==> src/rtl/dlc_supervisor.sv <==
`default_nettype none
// ============================================================================
// Module   : dlc_supervisor
// Purpose  : Sequencing supervisor for the X->Y->X->X->Y lock FSM. It gates
//            the keypad, times entry attempts, enforces lockout and drives
//            auto-relock. Optional ALARM output is enabled with DLC_ALARM_EN.
// Revision : 1.0 - initial release
// ============================================================================
module dlc_supervisor #(
  parameter int CLK_HZ        = 50_000_000,
  parameter int TICK_HZ       = 1,
  parameter int ATTEMPT_TICKS = 10,
  parameter int MAX_FAILS     = 3,
  parameter int LOCKOUT_TICKS = 30,
  parameter int RELOCK_TICKS  = 15
) (
  input  logic       CLK,
  input  logic       nRESET,
  input  logic       X_IN,
  input  logic       Y_IN,
  input  logic       LOCK_REQ,
  input  logic       UNLOCK_IN,
  output logic       X_OUT,
  output logic       Y_OUT,
  output logic       LOCK_OUT,
  output logic       RED,
  output logic [2:0] FAILS,
  output logic [1:0] STATE
`ifdef DLC_ALARM_EN
  ,
  output logic       ALARM
`endif
);

  localparam int             c_DIV     = CLK_HZ / TICK_HZ;
  localparam int             c_CNT_W   = (c_DIV > 1) ? $clog2(c_DIV) : 1;
  localparam logic [c_CNT_W-1:0] c_CNT_LAST = c_CNT_W'(c_DIV - 1);
  localparam logic [7:0]     c_ATTEMPT = 8'(ATTEMPT_TICKS);
  localparam logic [7:0]     c_LOCKOUT = 8'(LOCKOUT_TICKS);
  localparam logic [7:0]     c_RELOCK  = 8'(RELOCK_TICKS);
  localparam logic [2:0]     c_MAX     = 3'(MAX_FAILS);

  typedef enum logic [1:0] {
    S_IDLE    = 2'd0,
    S_ENTRY   = 2'd1,
    S_OPEN    = 2'd2,
    S_LOCKOUT = 2'd3
  } state_t;

  state_t               r_state;
  logic [c_CNT_W-1:0]   r_tick_cnt;
  logic [7:0]           r_timer;
  logic [2:0]           r_fails;
  logic [1:0]           r_strobe;
  logic                 r_unlock_d;
  logic                 w_tick;
  logic                 w_rise;
  logic                 w_lockout;
  logic [2:0]           w_fails_inc;
`ifdef DLC_ALARM_EN
  logic                 r_alarm;
`endif

  assign w_tick      = (r_tick_cnt == c_CNT_LAST);
  assign w_rise      = UNLOCK_IN & ~r_unlock_d;
  assign w_lockout   = (r_state == S_LOCKOUT);
  assign w_fails_inc = r_fails + 3'd1;

  // Free-running timebase; state changes never disturb its phase.
  always_ff @(negedge CLK or negedge nRESET) begin
    if (!nRESET) begin
      r_tick_cnt <= '0;
      r_unlock_d <= 1'b0;
    end else begin
      r_tick_cnt <= w_tick ? '0 : r_tick_cnt + 1'b1;
      r_unlock_d <= UNLOCK_IN;
    end
  end

  always_ff @(negedge CLK or negedge nRESET) begin
    if (!nRESET) begin
      r_state  <= S_IDLE;
      r_timer  <= 8'd0;
      r_fails  <= 3'd0;
      r_strobe <= 2'd0;
`ifdef DLC_ALARM_EN
      r_alarm  <= 1'b0;
`endif
    end else begin
      // Background counting; transition branches below override these.
      if (w_tick && r_timer != 8'hFF) r_timer <= r_timer + 8'd1;
      if (w_tick && r_strobe != 2'd0) r_strobe <= r_strobe - 2'd1;
`ifdef DLC_ALARM_EN
      if (w_tick && w_lockout) r_alarm <= ~r_alarm;
`endif
      case (r_state)
        S_IDLE: begin
          if (X_IN | Y_IN) begin
            r_state <= S_ENTRY;
            r_timer <= 8'd0;
          end
        end
        S_ENTRY: begin
          if (LOCK_REQ) begin
            r_state <= S_IDLE;
            r_timer <= 8'd0;
          end else if (w_rise) begin
            r_state <= S_OPEN;
            r_timer <= 8'd0;
            r_fails <= 3'd0;
          end else if (r_timer == c_ATTEMPT) begin
            r_state  <= (w_fails_inc == c_MAX) ? S_LOCKOUT : S_IDLE;
            r_timer  <= 8'd0;
            r_fails  <= w_fails_inc;
            r_strobe <= 2'd2;
          end
        end
        S_OPEN: begin
          if (LOCK_REQ || !UNLOCK_IN) begin
            r_state <= S_IDLE;
            r_timer <= 8'd0;
          end else if (r_timer == c_RELOCK) begin
            r_state  <= S_IDLE;
            r_timer  <= 8'd0;
            r_strobe <= 2'd2;
          end
        end
        S_LOCKOUT: begin
          if (r_timer == c_LOCKOUT) begin
            r_state <= S_IDLE;
            r_timer <= 8'd0;
            r_fails <= 3'd0;
`ifdef DLC_ALARM_EN
            r_alarm <= 1'b0;
`endif
          end
        end
      endcase
    end
  end

  assign STATE    = r_state;
  assign FAILS    = r_fails;
  assign RED      = w_lockout;
  assign LOCK_OUT = (r_strobe != 2'd0) | LOCK_REQ | w_lockout;
  assign X_OUT    = X_IN & ~w_lockout;
  assign Y_OUT    = Y_IN & ~w_lockout;
`ifdef DLC_ALARM_EN
  assign ALARM    = r_alarm;
`endif

endmodule
`default_nettype wire

==> config.mk <==
export PLATFORM = sky130hd
export DESIGN_NAME = dlc_supervisor
export DESIGN_NICKNAME = d
export VERILOG_FILES = /design/src/rtl/dlc_supervisor.sv
export SDC_FILE = /design/constraint.sdc
export NUM_CORES = 1
export LEC_CHECK = 0
export ABC_AREA = 1
export CAP_MARGIN = 40
export CELL_PAD_IN_SITES_DETAIL_PLACEMENT = 0
export CELL_PAD_IN_SITES_GLOBAL_PLACEMENT = 1
export CORE_MARGIN = 5
export CORE_UTILIZATION = 42
export CTS_CLUSTER_SIZE = 20
export DETAILED_ROUTE_END_ITERATION = 10
export GPL_TIMING_DRIVEN = 0
export PLACE_DENSITY = 0.83
export SETUP_SLACK_MARGIN = 0.05
export SLEW_MARGIN = 20
export SYNTH_ARGS = -nofsm -noshare
export SYNTH_HDL_FRONTEND = slang
export SYNTH_SLANG_ARGS = --single-unit
==> constraint.sdc <==
create_clock -name CLK -period 3.9 [get_ports CLK]
set_input_delay 0.78 -clock CLK [delete_from_list [all_inputs] [get_ports CLK]]
set_output_delay 0.78 -clock CLK [all_outputs]
set_load 0.01 [all_outputs]
==> results.yml <==
status:
  status: "complete, but fails checks"
  violations: "setup timing"
clocking:
  cts.htree.levels: 2
  insertion_delay_ps: 300
  cts_tree: "built"
  clkTransAtPathRegs_ps: 60
  clockBufferDepth: 2
  cts_made_buffers: 5
  clock_sinks: 42
  cts-root-buf: "clkbuf_8"
  cts_hold_buf: 0
final_layout:
  fin_cells: 512
  antenna_cells: 0
  syn2layout_area_growth_pct: 17.5
  finish.utilization_pct: 51.1
  nNetsFinal: 451
  fill_cells: 648
  design_area_um2: 3260
  drive_gt1_share_pct: 15.2
synth:
  ys_dominant_reg_cell: "dfrtn_1"
  synth_edf_count: 0
  avgSynthCellArea_um2: 6.89
  synth_nets: 420
  synth_area_um2: 2780
  ys_async_sr_fraction_pct: 100
  ys_ff_latch: 42
  netlist_instances: 403
  synth_seq_area_share_pct: 37.9
  yosysUniqueCellTypes: 27
  yosysWarningCount: 0
detailed_routing:
  firstDrtPassIters: 4
  drt-initial-drc-count: 93
  drt_wl_total_um: 6430
  ant_nets: 0
  drc: 0
  drt-vias-per-instance: 4.86
  dr_total_vias: 2488
  wl_per_cell_um: 12.6
sta:
  drv_slew: 0
  setup_viol: 1
  slew_headroom_pct: 64.5
  grt_setup_unrepaired: "yes"
  holdWs_ps: 395
  layout_setup_ws_ps: -5.43
  setup_tns_ps: -5.43
  worst_pin_slew_ps: 528
  skew_ps: 3.84
  hold_viol_final: 0
global_routing:
  grt_use_met3_pct: 2.98
  busiest_layer: "met2"
  antenna_found_initial: 0
  grt_pass1_vias: 2422
  use_met2_pct: 28.8
  grt_overflow: 0
  grtUsageMet1_pct: 20.8
  grt_pass1_wl_um: 11200
  grt_max_degree: 26
  grtUsageTotal_pct: 16.4
worst_setup_path:
  crit_fanout: 4
  worst_setup_path_start_kind: "register"
  worstPathArrival_ps: 3130
  required_ps: 3120
  cp-end-kind: "output port"
  crit_type: "register to output port"
floorplanning:
  die_y_um: 91.3
  die_w_um: 91.3
  dieArea_um2: 8330
  initial_utilization_pct: 43.5
  rows: 29
  io_pins: 15
  core_area_um2: 6390
pwr:
  ir_worst_vdd_uv: 269
  power_density_nw_per_um2: 335
  p_leak_nw: 1.58
  p_total_mw: 1.09
placed_design:
  dp_worst_setup_slack_ps: -391
  hpwlAfterDp_um: 5040
  post_dp_cell_area_um2: 3030
  gp_congestion: 0.886
  io_buffers: 14
  dpl.cell_count: 495
run:
  drv_cap: 0
min_path:
  min_path_type: "register to register"
layout by cell type, fill, tap and decap left out, types with 2 or more instances in the layout:
cell             synthesis  final
ha_1                    11      9
ha_4                     0      2
nor3_2                   4      4
nand3_2                  3      4
inv_1                   56     53
nor2_2                   7     11
nor3_1                   7      7
nand2_1                104    103
clkbuf_8                 0      6
inv_2                    9     12
dfrtn_1                 42     42
buf_6                    0      7
o21ai_1                 13     13
nand3_1                 33     32
nand4_1                  5      5
nor2_4                   2      4
xnor2_1                  5      5
dlygate4sd2_1            0      3
buf_4                    1      7
clkdlybuf4s50_1          0      2
xor2_1                   9      9
o21ai_0                  4      4
nor2_1                  71     65
a21oi_1                  9      9
buf_2                    1      3
dlymetal6s2s_1           0      2
path summary, 6_finish.rpt:
| path | startpoint | endpoint | slack (ps) | cells after the start |
|---|---|---|---|---|
| max | STATE[0]$_DFFE_NN0P_ | X_OUT | -5 | 4 |
| min | r_tick_cnt[0]$_DFF_NN0_ | r_tick_cnt[0]$_DFF_NN0_ | 400 | 1 |
| max in group asynchronous | nRESET | r_timer[2]$_DFF_NN0_ | 1130 | 2 |
| min reg2reg | r_tick_cnt[0]$_DFF_NN0_ | r_tick_cnt[0]$_DFF_NN0_ | 400 | 1 |
| min in group asynchronous | nRESET | r_tick_cnt[7]$_DFF_NN0_ | 2250 | 1 |
| max reg2reg | r_tick_cnt[0]$_DFF_NN0_ | r_strobe[0]$_DFF_NN0_ | 1970 | 8 |
layout make-up:
cell class	count	area (um2)	share of cell area (%)
Multi-Input combinational cell	294	1530	46.8
Sequential cell	42	1050	32.2
Inverter	65	244	7.48
Timing Repair Buffer	24	236	7.25
Tap cell	77	96.3	2.95
Clock buffer	6	82.6	2.53
Clock inverter	2	12.5	0.384
Buffer	2	12.5	0.384
synth_stat cells (5+ instances only):
| cell | instances | area (um2) |
|---|---|---|
| nor2_2 | 7 | 43.8 |
| o21ai_1 | 13 | 65.1 |
| ha_1 | 11 | 138 |
| a21oi_1 | 9 | 45.0 |
| xnor2_1 | 5 | 43.8 |
| nand3_1 | 33 | 165 |
| nand4_1 | 5 | 31.3 |
| nor2_1 | 71 | 267 |
| inv_1 | 56 | 210 |
| inv_2 | 9 | 33.8 |
| nor3_1 | 7 | 35.0 |
| nand2_1 | 104 | 390 |
| dfrtn_1 | 42 | 1050 |
| xor2_1 | 9 | 78.8 |
logic make-up (layout without fill, tap and decap cells):
| family | Yosys count | count (layout) | synth area share (%) |
|---|---|---|---|
| and+or+nand+nor | 239 | 239 | 37.7 |
| buffers and inverters | 67 | 99 | 9.24 |
| DFF | 42 | 42 | 37.9 |
| AOI/OAI and AO/OA | 30 | 30 | 5.82 |
| xor gates and xnor gates | 14 | 14 | 4.42 |
| adders and majority gates | 11 | 11 | 4.96 |
per-layer routing:
layer | up-vias | wire length (um) | share of wire [%]
met5 | - | 0 | 0
met4 | 0 | 68 | 1.1
met3 | 8 | 157 | 2.4
met2 | 32 | 3210 | 50
met1 | 1136 | 2990 | 47
li1 | 1312 | - | -
state kept, by name, indices dropped and copies added, names as in the netlist:
register / count
FAILS: 3
r_timer: 8
r_tick_cnt: 26
STATE: 2
r_strobe: 2
r_unlock_d: 1
critical path: stages, from the launching register on:
cell and delay (ps):
dfrtn_1 460, ha_4 170, buf_6 110, nor2_4 30, buf_6 110
timing repair:
action	4_1_cts	5_1_grt
endpoints found under the setup margin	19	16
pin swaps	6	5
buffers inserted	8	1
gates cloned	0	0
resized for setup	39	13
where the power goes:
group          internal, mW  switching [mW]
clock network         0.142           0.158
registers             0.460          0.0187
logic                 0.140           0.174
Note: power is estimated with default switching activity, not from simulation.
